### src/rtl/tlc_pkg.sv
// Definitions shared by the traffic-light controller and its demand monitor.
// Both sides take their light encoding and default timing from here so they agree.
package tlc_pkg;

    localparam logic [1:0] GREEN  = 2'd0;
    localparam logic [1:0] YELLOW = 2'd1;
    localparam logic [1:0] RED    = 2'd2;

    typedef logic [1:0] light_t;

    localparam int DEF_DEB_LEN  = 4;
    localparam int DEF_WINDOW   = 60;
    localparam int DEF_PEAK_ON  = 20;
    localparam int DEF_PEAK_OFF = 12;
    localparam int DEF_CNT_W    = 8;

    typedef enum logic {
        OFFPEAK = 1'b0,
        PEAK    = 1'b1
    } peak_state_t;

endpackage

### src/rtl/tlc_debounce.sv
// Vehicle-loop conditioning: two-flop synchroniser, tick-sampled debouncer and
// a one-clk pulse on each debounced rising edge.
module tlc_debounce #(
    parameter int DEB_LEN = 4
) (
    input  logic clk,
    input  logic reset,
    input  logic tick,
    input  logic raw,
    output logic level,
    output logic rise
);

    localparam logic [3:0] CNT_LAST = 4'(DEB_LEN - 1);

    logic       sync_a;
    logic       sync_b;
    logic [3:0] mis_cnt;
    logic       flip;

    // flip marks the tick on which the DEB_LEN-th consecutive mismatch is seen
    assign flip = tick && (sync_b != level) && (mis_cnt == CNT_LAST);
    assign rise = flip && sync_b && !reset;

    always_ff @(posedge clk) begin
        if (reset) begin
            sync_a  <= 1'b0;
            sync_b  <= 1'b0;
            level   <= 1'b0;
            mis_cnt <= '0;
        end else begin
            sync_a <= raw;
            sync_b <= sync_a;
            if (tick) begin
                if ((sync_b == level) || flip) begin
                    mis_cnt <= '0;
                end else begin
                    mis_cnt <= mis_cnt + 4'd1;
                end
                if (flip) begin
                    level <= sync_b;
                end
            end
        end
    end

endmodule

### src/rtl/tlc_demand_monitor.sv
// Demand monitor: debounced sensors, arrival pulses, per-window arrival count
// and the hysteretic peak-traffic flag fed to the controller.
//
// peak_state | meaning
// OFFPEAK    | normal traffic, peak=0
// PEAK       | heavy traffic, peak=1
module tlc_demand_monitor
    import tlc_pkg::*;
#(
    parameter int DEB_LEN  = DEF_DEB_LEN,
    parameter int WINDOW   = DEF_WINDOW,
    parameter int PEAK_ON  = DEF_PEAK_ON,
    parameter int PEAK_OFF = DEF_PEAK_OFF,
    parameter int CNT_W    = DEF_CNT_W
) (
    input  logic             clk,
    input  logic             reset,
    input  logic             tick,
    input  logic             sensor1_raw,
    input  logic             sensor2_raw,
    output logic             sensor1,
    output logic             sensor2,
    output logic             arrival1,
    output logic             arrival2,
    output logic             peak,
    output logic [CNT_W-1:0] window_count,
    output logic             window_done
);

    localparam int               SUM_W    = CNT_W + 2;
    localparam logic [CNT_W-1:0] CNT_MAX  = '1;
    localparam logic [7:0]       WIN_LAST = 8'(WINDOW - 1);

    logic [7:0]       win_left;
    logic [CNT_W-1:0] run_cnt;
    logic [SUM_W-1:0] run_sum;
    logic [CNT_W-1:0] run_sat;
    logic             boundary;
    peak_state_t      state_q;
    peak_state_t      state_d;

    tlc_debounce #(.DEB_LEN(DEB_LEN)) u_deb1 (
        .clk   (clk),
        .reset (reset),
        .tick  (tick),
        .raw   (sensor1_raw),
        .level (sensor1),
        .rise  (arrival1)
    );

    tlc_debounce #(.DEB_LEN(DEB_LEN)) u_deb2 (
        .clk   (clk),
        .reset (reset),
        .tick  (tick),
        .raw   (sensor2_raw),
        .level (sensor2),
        .rise  (arrival2)
    );

    // Window timer counts down; the terminal tick at zero is the boundary.
    assign boundary = tick && (win_left == 8'd0);

    // Running total including this cycle's arrivals, so boundary-cycle arrivals count.
    assign run_sum = {2'b00, run_cnt} + SUM_W'(arrival1) + SUM_W'(arrival2);
    assign run_sat = (run_sum > {2'b00, CNT_MAX}) ? CNT_MAX : run_sum[CNT_W-1:0];

    always_ff @(posedge clk) begin
        if (reset) begin
            win_left     <= WIN_LAST;
            run_cnt      <= '0;
            window_count <= '0;
            window_done  <= 1'b0;
            state_q      <= OFFPEAK;
        end else begin
            window_done <= boundary;
            state_q     <= state_d;
            if (tick) begin
                win_left <= (win_left == 8'd0) ? WIN_LAST : win_left - 8'd1;
            end
            if (boundary) begin
                window_count <= run_sat;
                run_cnt      <= '0;
            end else begin
                run_cnt <= run_sat;
            end
        end
    end

    always_comb begin
        state_d = state_q;
        if (boundary) begin
            case (state_q)
                OFFPEAK: if (int'(run_sat) >= PEAK_ON)  state_d = PEAK;
                PEAK:    if (int'(run_sat) <= PEAK_OFF) state_d = OFFPEAK;
                default: state_d = OFFPEAK;
            endcase
        end
    end

    assign peak = (state_q == PEAK);

endmodule

### config.mk
export PLATFORM = sky130hd
export DESIGN_NAME = tlc_demand_monitor
export DESIGN_NICKNAME = d
export VERILOG_FILES = /design/src/rtl/tlc_pkg.sv /design/src/rtl/tlc_debounce.sv /design/src/rtl/tlc_demand_monitor.sv
export SDC_FILE = /design/constraint.sdc
export NUM_CORES = 1
export LEC_CHECK = 0
export ABC_AREA = 1
export CORE_UTILIZATION = 35
export DETAILED_ROUTE_END_ITERATION = 10
export DONT_BUFFER_PORTS = 1
export SYNTH_ARGS = -nofsm -noshare
export SYNTH_HDL_FRONTEND = slang
export SYNTH_HIERARCHICAL = 1
export SYNTH_SLANG_ARGS = --single-unit
### constraint.sdc
create_clock -name clk -period 4.07 [get_ports clk]
set_input_delay 0.814 -clock clk [delete_from_list [all_inputs] [get_ports clk]]
set_output_delay 0.814 -clock clk [all_outputs]
set_load 0.1 [all_outputs]
# == After elaboration in Yosys (flattened, before gate mapping) ==
# Index checks and enable logic that the tools add are counted.
# word_totals
regBits,40
wordCells,51
inputBits,5
out_inout_bits,14
# classes
muxes,7
n_eq_ne,6
order_cmp,3
addsub,5
n_bitwise,1
reduce_logical,16
# op_table
operator,count
8-bit two-way mux,2
9-bit by 1-bit adder with 10-bit output,1
10-bit by 8-bit > comparator with 1-bit output (second input constant),1
8-bit by 1-bit adder with 9-bit output,1
1-bit logical AND,9
4-bit by 1-bit adder with 4-bit output (second input constant),2
4-bit by 2-bit equality test with 1-bit output (second input constant),2
8-bit by 5-bit greater-or-equal comparator with 1-bit output (second input constant),1
8-bit by 4-bit <= comparator with 1-bit output (second input constant),1
8-bit zero test,1
4-bit two-way mux,2
8-bit by 1-bit subtractor with 8-bit output (second input constant),1
2-bit AND reduction,2
1-bit equality test,2
1-bit logical OR,2
1-bit two-way mux,2
1-bit inequality test,2
1-bit one-hot mux with 2 select lines,1
2-bit OR reduction,1
1-bit zero test,1
1-bit NOT,1

# == Longest topological paths before layout ==
# Gate-level depths: netlist (run 1).
# logic_depth
word_depth,12
depth_mapped,16
mapped_depth_nobuf,16

# == By module ==
# Netlist (run 1), hierarchy kept.
# modules_own_cells
module,seq_area_each_um2,cells_each,area_per_inst_um2,instances
tlc_demand_monitor,520.5,162,1248.7,1
tlc_debounce,140.1,40,301.5,2

# == Worst setup path before layout (run 1) ==
# OpenSTA, ideal clock, no wires.
# synth_timing
path_type,input to register
from,input port tick
to,"register state_q, in the netlist peak"
slack_ns,-0.581
arrival_ns,4.539
required_ns,3.958
path_buffers,0
cell_stages,15
setup_time_ns,0.112
cell_sequence,nand2_2 inv_2 nand2_1 nor3_1 fa_1 ha_1 nand2_4 nor2_4 inv_2 nand2_2 nand2_2 nor2_2 o21ai_1 nand2_1 nand2_1
# synth_via
elab_chain_cells,11
word_cells_on_any_way,18
classes_between,add/sub: 2; order compare: 3; mux: 4; reduce/logical: 9
# synth_lines
item,line,text
start: declaration,tlc_demand_monitor.sv:18,"input logic tick,"
1-bit logical AND (*) (2 in series),tlc_debounce.sv:22,assign flip = tick && (sync_b != level) && (mis_cnt == CNT_LAST);
1-bit logical AND (*) (2 in series),tlc_debounce.sv:23,assign rise = flip && sync_b && !reset;
via arrival1,tlc_demand_monitor.sv:23,"output logic arrival1,"
8-bit by 1-bit adder with 9-bit output (*),tlc_demand_monitor.sv:64,"assign run_sum = {2'b00, run_cnt} + SUM_W'(arrival1) + SUM_W'(arrival2);"
9-bit by 1-bit adder with 10-bit output (*),tlc_demand_monitor.sv:64,
10-bit by 8-bit > comparator with 1-bit output,tlc_demand_monitor.sv:65,"assign run_sat = (run_sum > {2'b00, CNT_MAX}) ? CNT_MAX : run_sum[CNT_W-1:0];"
8-bit two-way mux (*),tlc_demand_monitor.sv:65,
8-bit by 4-bit <= comparator with 1-bit output / 8-bit by 5-bit greater-or-equal comparator with 1-bit output (equally long branches),"tlc_demand_monitor.sv:94, tlc_demand_monitor.sv:93",
1-bit two-way mux (on tied branches),"tlc_demand_monitor.sv:94, tlc_demand_monitor.sv:93",
1-bit one-hot mux with 2 select lines (*),tlc_demand_monitor.sv:92,case (state_q)
end signal: assignment,tlc_demand_monitor.sv:76,state_q <= state_d;
end: declaration,tlc_demand_monitor.sv:39,peak_state_t state_q;
# Mark *: on every way through the listed nets, which the timed path passes. The rest lies on a longest branch.
# A chain may end at the register's enable or synchronous reset.

# == Worst setup path after layout (run 1) ==
# layout_timing
from,register u_deb2.level
to,"register state_q, in the netlist peak"
# layout_via
elab_chain_cells,11
word_cells_on_any_way,13
classes_between,add/sub: 1; order compare: 3; eq/ne: 1; mux: 4; reduce/logical: 4
# layout_lines
item,line,text
start: declaration,tlc_debounce.sv:10,"output logic level,"
start signal: assignment,tlc_debounce.sv:41,level <= sync_b;
1-bit inequality test (*),tlc_debounce.sv:22,
1-bit logical AND (*) (2 in series),tlc_debounce.sv:22,
1-bit logical AND (*) (2 in series),tlc_debounce.sv:23,
via arrival2,tlc_demand_monitor.sv:24,"output logic arrival2,"
9-bit by 1-bit adder with 10-bit output (*),tlc_demand_monitor.sv:64,
10-bit by 8-bit > comparator with 1-bit output,tlc_demand_monitor.sv:65,
8-bit two-way mux (*),tlc_demand_monitor.sv:65,
8-bit by 4-bit <= comparator with 1-bit output / 8-bit by 5-bit greater-or-equal comparator with 1-bit output (equally long branches),"tlc_demand_monitor.sv:94, tlc_demand_monitor.sv:93",
1-bit two-way mux (on tied branches),"tlc_demand_monitor.sv:94, tlc_demand_monitor.sv:93",
1-bit one-hot mux with 2 select lines (*),tlc_demand_monitor.sv:92,
# Marks and branches as above.

==> results.cfg, run 1 <==
[floorplanning]
die_w_um = 74.74
num_rows = 26
start_util = 0.3626
dieArea_um2 = 5585
core-area_um2 = 5107
die_h_um = 74.74
ioPinCount = 19

[setup_path]
cp-end-kind = flop
path_max_fanout = 7
r2r-start = u_deb2/level$_SDFFE_PP0P_
crit_start = u_deb2/level$_SDFFE_PP0P_
slowest_delay_ns = 0.47
cp.arrival_ns = 2.80
required_ns = 4.27
cpMostUsedCell = nand2_1
crit_slowest_cell = fa_1
cp_cell_sequence = buf_4, inv_1, nand2_1, nor3_4, buf_4, fa_1, ha_1, nand2_4, nor2_4, nand2_2, nand3_1, nor2_1, nand3_1, nand2_1, nand2_1
start_kind = flop
worst-setup-path-type = reg2reg

[final_layout]
utilization = 0.4116
drive_gt1_frac = 0.1667
layout_common_cells = nand2_1, dfxtp_1, nor2_1, inv_1, nand3_1
area_growth_pct = 13.51
layout_commonest_cell = nand2_1
insertedDiodeCount = 0
stdcell_count = 322
finalNetCount = 262
n_fill_cell = 535

[timing]
setup_ws_ns = 1.466
finalMaxSlewViolations = 0
max_freq_mhz = 384.0
hold_viol = 0
relSlewSlack = 0.3382
grt_setup_unrepaired = false
finalCritPeriodShare = 0.6399
setup_viol = 0
clock-skew-final_ns = 0.008619
finalSetupTns_ns = 0
post-route-min-period_ns = 2.604
max_slew.worst_pin.slew_ns = 0.9913

[cts]
clock_sinks = 40
clk_path_buf_depth = 2
cts_tree = yes
hold_buffers = 0
cts_setup_buffers = 0
clk_pin_slew_worst_paths_ns = 0.08
clk_latency_ns = 0.29
htree_num_levels = 2
cts_buffers = 5
cts_root_buf = clkbuf_8
cts_resized = 0

[placement]
placed_cells = 314
hpwl_um = 2546
numPortBuffers = 0
pre_cts_slack_ns = 1.211
gp_congestion = 0.7958

[power_and_ir_drop]
peakVddDrop_uv = 139.6
p_total_mw = 0.7775
p_leak_nw = 0.9007
power_density_nw_per_um2 = 369.9

[global_route]
grt_usage = 0.1379
grt_pass1_vias = 1313
grt_max_degree = 16
grt_pass1_wl_um = 5685
antenna_found_initial = 0
overflow = 0

[outcome]
status = completed

[routing]
drtAntennaViolNets = 0
routedWlPerCell_um = 10.43
finalWirelength_um = 3358
drc = 0
drt_iter0_markers = 43
viasPerCell = 4.516
detail_route.first_pass.iterations = 4
vias = 1454

[worst_hold_path]
hp-start = u_deb2/sync_a$_SDFF_PP0_
worstHoldPathType = reg2reg

[synthesis]
synth.distinct_cells = 29
syn_area_per_cell_um2 = 7.652
syn-num-nets = 253
synth_cells = 242
ys_ff_latch = 40
ys_seq_area_frac = 0.4324
synth.cell_area_um2 = 1852
synth_warnings = 6

[flow_run]
max_cap_violations = 0
-- layout make-up --
cell class,count,area [um2],area share
inverter,35,131.4,0.06250
multi-input combinational,165,925.9,0.4405
tap,70,87.58,0.04167
timing repair buffer,4,30.03,0.01429
clock inverter,1,30.03,0.01429
sequential,40,800.8,0.3810
clock buffer,7,96.34,0.04583
-- power breakdown --
group / internal, mW / switching, mW / leakage, nW
Combinational: 0.00928 / 0.0148 / 0.512
Clock: 0.216 / 0.136 / 0.0645
Sequential: 0.397 / 0.00458 / 0.324
Total: 0.623 / 0.155 / 0.901
-- sequential cells by signal, indices dropped and copies added, names as in the netlist, 4 cells and up --
| name | flops |
|---|---|
| run_cnt | 8 |
| u_deb1/mis_cnt | 4 |
| u_deb2/mis_cnt | 4 |
| win_left | 8 |
| window_count | 8 |
-- per-stage QoR --
step | instance area [um2] | hold slack [ns]
after global placement | 1976 | 0.3902
after floorplan | 1862 | 0.3883
after global routing | 2102 | 0.4322
after CTS | 2102 | 0.4021
after detailed placement | 1976 | 0.3988
final | 2102 | 0.3979
-- kinds of logic (layout without fill, tap and decap cells) --
group,count (synthesis),in the layout,share of synthesized area
buf+inv,37,47,0.07972
compound gates,26,26,0.07838
simple gates,125,125,0.3257
mux,2,2,0.01081
flops,40,40,0.4324
xor+xnor,6,6,0.02838
fa+ha+maj,6,6,0.04460
-- cells in the mapped netlist --
cell type  number  area share
nand2_1        53        0.11
dfxtp_1        40        0.43
nor2_1         35       0.071
inv_1          29       0.059
nand3_1        13       0.035
nand2_2         9       0.030
a21oi_1         8       0.022
o21ai_0         7       0.019
inv_2           6       0.012
ha_1            5       0.034
o21ai_1         5       0.014
o21bai_1        4       0.016
xnor2_1         4       0.019
nor2_4          3       0.018
nor3_1          3      0.0081
mux2i_1         2       0.011
nand3_2         2       0.011
nor2_2          2      0.0068
xor2_1          2      0.0095
a31oi_1         1      0.0034
buf_2           1      0.0027
buf_6           1      0.0061
fa_1            1       0.011
nand2_4         1      0.0061
nand3b_2        1      0.0061
nand4_4         1       0.011
nor3_2          1      0.0054
nor3_4          1      0.0088
o21ai_2         1      0.0047
-- path summary, 6_finish.rpt --
kind	endpoint	slack (ns)	depth (start not counted)
setup reg to reg	peak$_SDFFE_PP0P_	1.47	15
hold reg to reg	u_deb2/sync_b$_SDFF_PP0_	0.40	2
setup / recovery	peak$_SDFFE_PP0P_	1.47	15
hold / removal	u_deb2/sync_b$_SDFF_PP0_	0.40	2
-- per-layer routing --
layer	track usage	part of all wire	vias to the layer above
li1	-	-	776
met1	0.1449	0.44	657
met2	0.2422	0.49	16
met3	0.05087	0.043	5
met4	0.06918	0.022	0
met5	0	0	-
-- critical path: cells and delay by family, from the launching register on --
kind	cells	cell delay, ns
fa+ha+maj	2	0.72
buf+inv	3	0.61
flops	1	0.31
simple gates	10	0.87
No activity file was read; power rests on OpenSTA's default activity.
==> inputs of run 2 (changes only) <==
==> constraint.sdc (replaced) <==
create_clock -name clk -period 2.2 [get_ports clk]
set_input_delay 0.44 -clock clk [delete_from_list [all_inputs] [get_ports clk]]
set_output_delay 0.44 -clock clk [all_outputs]
set_load 0.1 [all_outputs]
==> results.cfg, run 2 (same netlist as run 1, synthesis figures left out) <==
[floorplanning]
ioPinCount = 19
core-area_um2 = 5107
die_w_um = 74.74
start_util = 0.3626
num_rows = 26
die_h_um = 74.74
dieArea_um2 = 5585

[power_and_ir_drop]
peakVddDrop_uv = 347.3
p_comb_frac = 0.037
sw_frac_of_total = 0.2292
power_frac_clock = 0.394
seq_power_share = 0.568
p_leak_nw = 0.9885
switching_power_mw = 0.2988
p_total_mw = 1.304
power_density_nw_per_um2 = 571.4
p_int_mw = 1.005

[worst_hold_path]
holdPathStages = 1
worstHoldPathType = in2reg

[global_route]
grt_pass1_vias = 1360
grt_usage = 0.1446
met2_usage = 0.2232
grt_max_degree = 16
met3_usage = 0.04685
antenna_found_initial = 0
grt_pass1_wl_um = 6016
overflow = 0
busiest_layer = met2
use_met1 = 0.1828

[setup_path]
critical_path.top_delay_family = simple AND/OR/NAND/NOR gates
cp.arrival_ns = 2.26
slowest_delay_ns = 0.41
start_kind = flop
cp-end-kind = flop
reg2reg_depth = 15
worst-path-stages = 15
required_ns = 2.40
cpMostUsedCell = nand2_4
worst-setup-path-type = reg2reg
path_max_fanout = 7
cp_cell_sequence = ha_4, nand2_4, inv_4, nand2_4, nor3_4, fa_2, ha_4, nand2_4, nor2_4, nand2_4, nand3_2, nor2_2, nand3_1, nand2_1, nand2_1
crit_buf_inv = 1
crit_slowest_cell = fa_2

[final_layout]
layout_commonest_cell = nand2_1
insertedDiodeCount = 0
largestRegisters = run_cnt: 8 flops, win_left: 8 flops, window_count: 8 flops
finalNetCount = 276
n_fill_cell = 526
utilization = 0.4468
layout_common_cells = nand2_1, dfxtp_1, nor2_1, inv_1, buf_4
area_growth_pct = 23.24
drive_gt1_frac = 0.3083

[placement]
numPortBuffers = 0
hpwl_um = 2733
pre_cts_slack_ns = 0.1208
gp_congestion = 0.8541

[cts]
hold_buffers = 0
cts_buffers = 5
clk_latency_ns = 0.30
cts_root_buf = clkbuf_8
clk_path_buf_depth = 2
htree_num_levels = 2
clk_pin_slew_worst_paths_ns = 0.08
cts_tree = yes
clock_sinks = 40

[routing]
finalWirelength_um = 3589
drc = 0
detail_route.first_pass.iterations = 4
drt_iter0_markers = 83
viasPerCell = 4.557
vias = 1531
drtAntennaViolNets = 0
routedWlPerCell_um = 10.68

[timing]
hold_viol = 0
setup_ws_ns = 0.1326
whs_ns = 0.1943
max_slew.worst_pin.slew_ns = 0.3015
relSlewSlack = 0.7990
post-route-min-period_ns = 2.067
finalCritPeriodShare = 0.9397
finalSetupTns_ns = 0
grt_setup_unrepaired = true
finalMaxSlewViolations = 0
max_freq_mhz = 483.7
setup_viol = 0
clock-skew-final_ns = 0.01019

[outcome]
status = completed

[flow_run]
max_cap_violations = 0
==> run 2: cell count changes in the layout (fill, tap and decap cells not counted), sizes merged <==
cell,delta
bufinv,-1
inv,+1
clkbuf,-1
clkinvlp,+1
buf,+14
==> run 2: power by group through the flow <==
stage	Combinational [mW]	Sequential, mW	Clock (mW)
after CTS	0.0473	0.743	0.538
after floorplan	0.0416	0.758	0
after global routing	0.0568	0.743	0.566
after detailed placement	0.0469	0.760	0
final	0.0486	0.741	0.514
after global placement	0.0461	0.760	0
==> run 2: metrics by stage <==
| step | std cells | instance area (um2) |
|---|---|---|
| 2_1_floorplan | 242 | 1954 |
| 4_1_cts | 332 | 2227 |
| 3_3_place_gp | 324 | 2131 |
| 5_1_grt | 336 | 2282 |
| 6_report | 336 | 2282 |
| 3_5_place_dp | 324 | 2131 |
==> run 2: worst paths after layout <==
path | start | to | slack [ns]
setup reg to reg | u_deb2/mis_cnt[0]$_SDFFE_PP0P_ | peak$_SDFFE_PP0P_ | 0.13
setup / recovery | u_deb2/mis_cnt[0]$_SDFFE_PP0P_ | peak$_SDFFE_PP0P_ | 0.13
hold reg to reg | u_deb1/sync_a$_SDFF_PP0_ | u_deb1/sync_b$_SDFF_PP0_ | 0.39
hold / removal | reset | u_deb1/level$_SDFFE_PP0P_ | 0.19
==> run 2: what timing repair did <==
action	CTS	global route
setup endpoints to repair	0	1
gates resized for setup	0	8
buffers inserted	0	4
==> run 2: final cells by class <==
cell class | count | area (um2) | share of cell area
flip-flops and latches | 40 | 818.3 | 0.3586
clock buffers | 6 | 82.58 | 0.03618
multi-input cells | 165 | 1011 | 0.4430
clock inverters | 2 | 13.76 | 0.006031
repair buffers | 18 | 135.1 | 0.05921
well taps | 70 | 87.58 | 0.03838
inverters | 35 | 133.9 | 0.05866
==> run 2: routing by layer <==
layer / wire length, um / vias up / part of all wire
li1: - / 803 / -
met1: 1642 / 688 / 0.46
met2: 1621 / 33 / 0.45
met3: 249 / 7 / 0.069
met4: 76 / 0 / 0.021
met5: 0 / - / 0
==> inputs of run 3 (changes only) <==
--- a/config.mk
+++ b/config.mk
@@ -6,6 +6,7 @@
 export NUM_CORES = 1
 export LEC_CHECK = 0
 export ABC_AREA = 1
+export CAP_MARGIN = 20
 export CORE_UTILIZATION = 35
 export DETAILED_ROUTE_END_ITERATION = 10
 export DONT_BUFFER_PORTS = 1
==> results of run 3 <==
Final layout, timing and power as in run 2 (identical DEF).
==> RTL change: new RTL, config.mk and constraints of run 3 <==
The package constant `DEF_CNT_W` goes from 8 to 6.
--- a/src/rtl/tlc_pkg.sv
+++ b/src/rtl/tlc_pkg.sv
@@ -14,3 +14,3 @@
     localparam int DEF_PEAK_OFF = 12;
-    localparam int DEF_CNT_W    = 8;
+    localparam int DEF_CNT_W    = 6;
 
Interface: changed (resized window_count); port bits go from 19 to 17. The function was not compared with the original's and may differ.
==> RTL change against run 3 <==
Design area shrank 8.0%. The run now ends with setup timing left. Clock skew down 0.0037 ns. Total power shrank 10%. Critical path depth rose by 1. Sequential power fell by 10%. Synthesized area down 9.9%. Sequential cell count shrank 4. Worst setup slack got worse by 0.18 ns. Fmax fell by 7.9%. Largest power group unchanged. Synthesized cell count is 5.4% lower. Sequential share of layout area decreased by 0.58 points. Routed wire length down 6.1%. Die area fell by 9.6%.
==> RTL change: results (changes against run 3) <==
The first-pass GRT wire length came out at 5.80 mm (-3.6%). The switching power share of the total came to 0.233 (+0.00382). The flow ran to the end, but the final reports show violations. The maximum resistive drop on vdd is 442 uV (+27%). The maximum fanout count along the critical path came out at 3 (-4). The sequential standard cell area is 741 sq um (-9.5%). The routability congestion estimate from global placement came out at 0.803 (-6.0%). The combined global-route utilization of all metal layers is 0.152 (+0.00701).

The overall routed net length came out at 3.37 mm (-6.1%). The initial detailed-routing violation count is 54 (-35%). The post-place instance area came out at 0.00194 sq mm (-8.9%). The setup TNS came to -0.0437 ns (-0.0437 ns). The checks that failed: setup timing. Yosys attributes the largest share of cell area to sky130_fd_sc_hd__dfxtp_1 43%, sky130_fd_sc_hd__nand2_1 11%, sky130_fd_sc_hd__nor2_1 8.8%, sky130_fd_sc_hd__inv_1 7.0%, sky130_fd_sc_hd__nand3_1 3.9%. The half-perimeter wire length after placement came out at 2.56 mm (-6.3%).

The fraction of layout cells with a size suffix above 1 is 0.293 (-0.0153). The post-layout worst setup margin is -0.0437 ns (-0.176 ns). By count the netlist is led by 49 x sky130_fd_sc_hd__nand2_1, 39 x sky130_fd_sc_hd__nor2_1, 36 x sky130_fd_sc_hd__dfxtp_1, 31 x sky130_fd_sc_hd__inv_1, 13 x sky130_fd_sc_hd__nand3_1. The worst clock skew is 0.00651 ns (-0.00368 ns). The count of endpoints failing setup in the final report is 1 (+1). The via count of the first global-routing pass is 1,330 (-2.2%).

The number of filler cells placed in the layout is 439 (-17%). The distinct cell type count after synthesis came out at 27 (-6.9%). The post-route non-filler standard cell count came out at 308 (-8.3%). The final layout net count is 266 (-3.6%).

The net count after synthesis came to 240 (-5.1%). The largest registers in the layout are win_left: 8 flops, run_cnt: 6 flops, window_count: 6 flops. The actual transition at the worst max-transition pin is 0.305 ns (+0.00390 ns). The worst slack at placement is -0.0363 ns (-0.157 ns).

The arrival time reported for the critical path endpoint was 2.43 ns (+0.17 ns). The reported leakage power came out at 0.937 nW (-5.3%). The placed cell count came out at 295 (-9.0%).

The average footprint of a synthesized cell is 7.29 sq um (-4.7%).
-- RTL change: cells by family (layout without fill, tap and decap cells) --
| kind of cell | after synthesis | in the layout | share of synthesized area |
|---|---|---|---|
| AND/OR/NAND/NOR | 123 | 123 | 0.328 |
| XOR/XNOR | 4 | 4 | 0.0210 |
| buffers and inverters | 36 | 63 | 0.0855 |
| multiplexers | 2 | 2 | 0.0120 |
| adder cells (fa/ha/maj) | 6 | 6 | 0.0495 |
| AO/OA/AOI/OAI | 22 | 22 | 0.0720 |
| flip-flops | 36 | 36 | 0.432 |
-- RTL change: power groups by stage --
stage,sequential (mW),clock [mW],combinational (mW)
CTS,0.669,0.468,0.0500
finish,0.667,0.455,0.0502
detailed placement,0.685,0,0.0499
global placement,0.685,0,0.0485
floorplan,0.684,0,0.0411
global route,0.669,0.508,0.0587
-- RTL change: path summary, 6_finish.rpt --
kind | from | end | slack [ns] | cells after the start
worst max-delay path | u_deb2/mis_cnt[0] | peak | -0.04 | 16
worst min-delay path | reset | u_deb2/level | 0.20 | 1
worst max register to register | u_deb2/mis_cnt[0] | peak | -0.04 | 16
worst min register to register | u_deb1/sync_a | u_deb1/sync_b | 0.40 | 2
-- RTL change: timing repair --
| action | 4_1_cts | 5_1_grt |
|---|---|---|
| endpoints found under the setup margin | 1 | 6 |
| resized for setup | 1 | 10 |
| buffers inserted | 1 | 4 |
| pin swaps | 1 | 7 |
| hold buffers | 0 | 0 |
-- RTL change: area by class of cell --
| cell class | count | share of cell area |
|---|---|---|
| clock buffer | 6 | 0.0346 |
| clock inverter | 2 | 0.00536 |
| inverter | 35 | 0.0650 |
| multi-input combinational | 157 | 0.440 |
| sequential | 36 | 0.353 |
| tap | 52 | 0.0310 |
| timing repair buffer | 20 | 0.0715 |
-- RTL change: metal layers --
| layer | wire length, um | vias to the layer above | track usage |
|---|---|---|---|
| li1 | - | 763 | - |
| met1 | 1660 | 626 | 0.192 |
| met2 | 1500 | 17 | 0.236 |
| met3 | 153 | 6 | 0.0584 |
| met4 | 54 | 0 | 0.0533 |
| met5 | 0 | - | 0 |
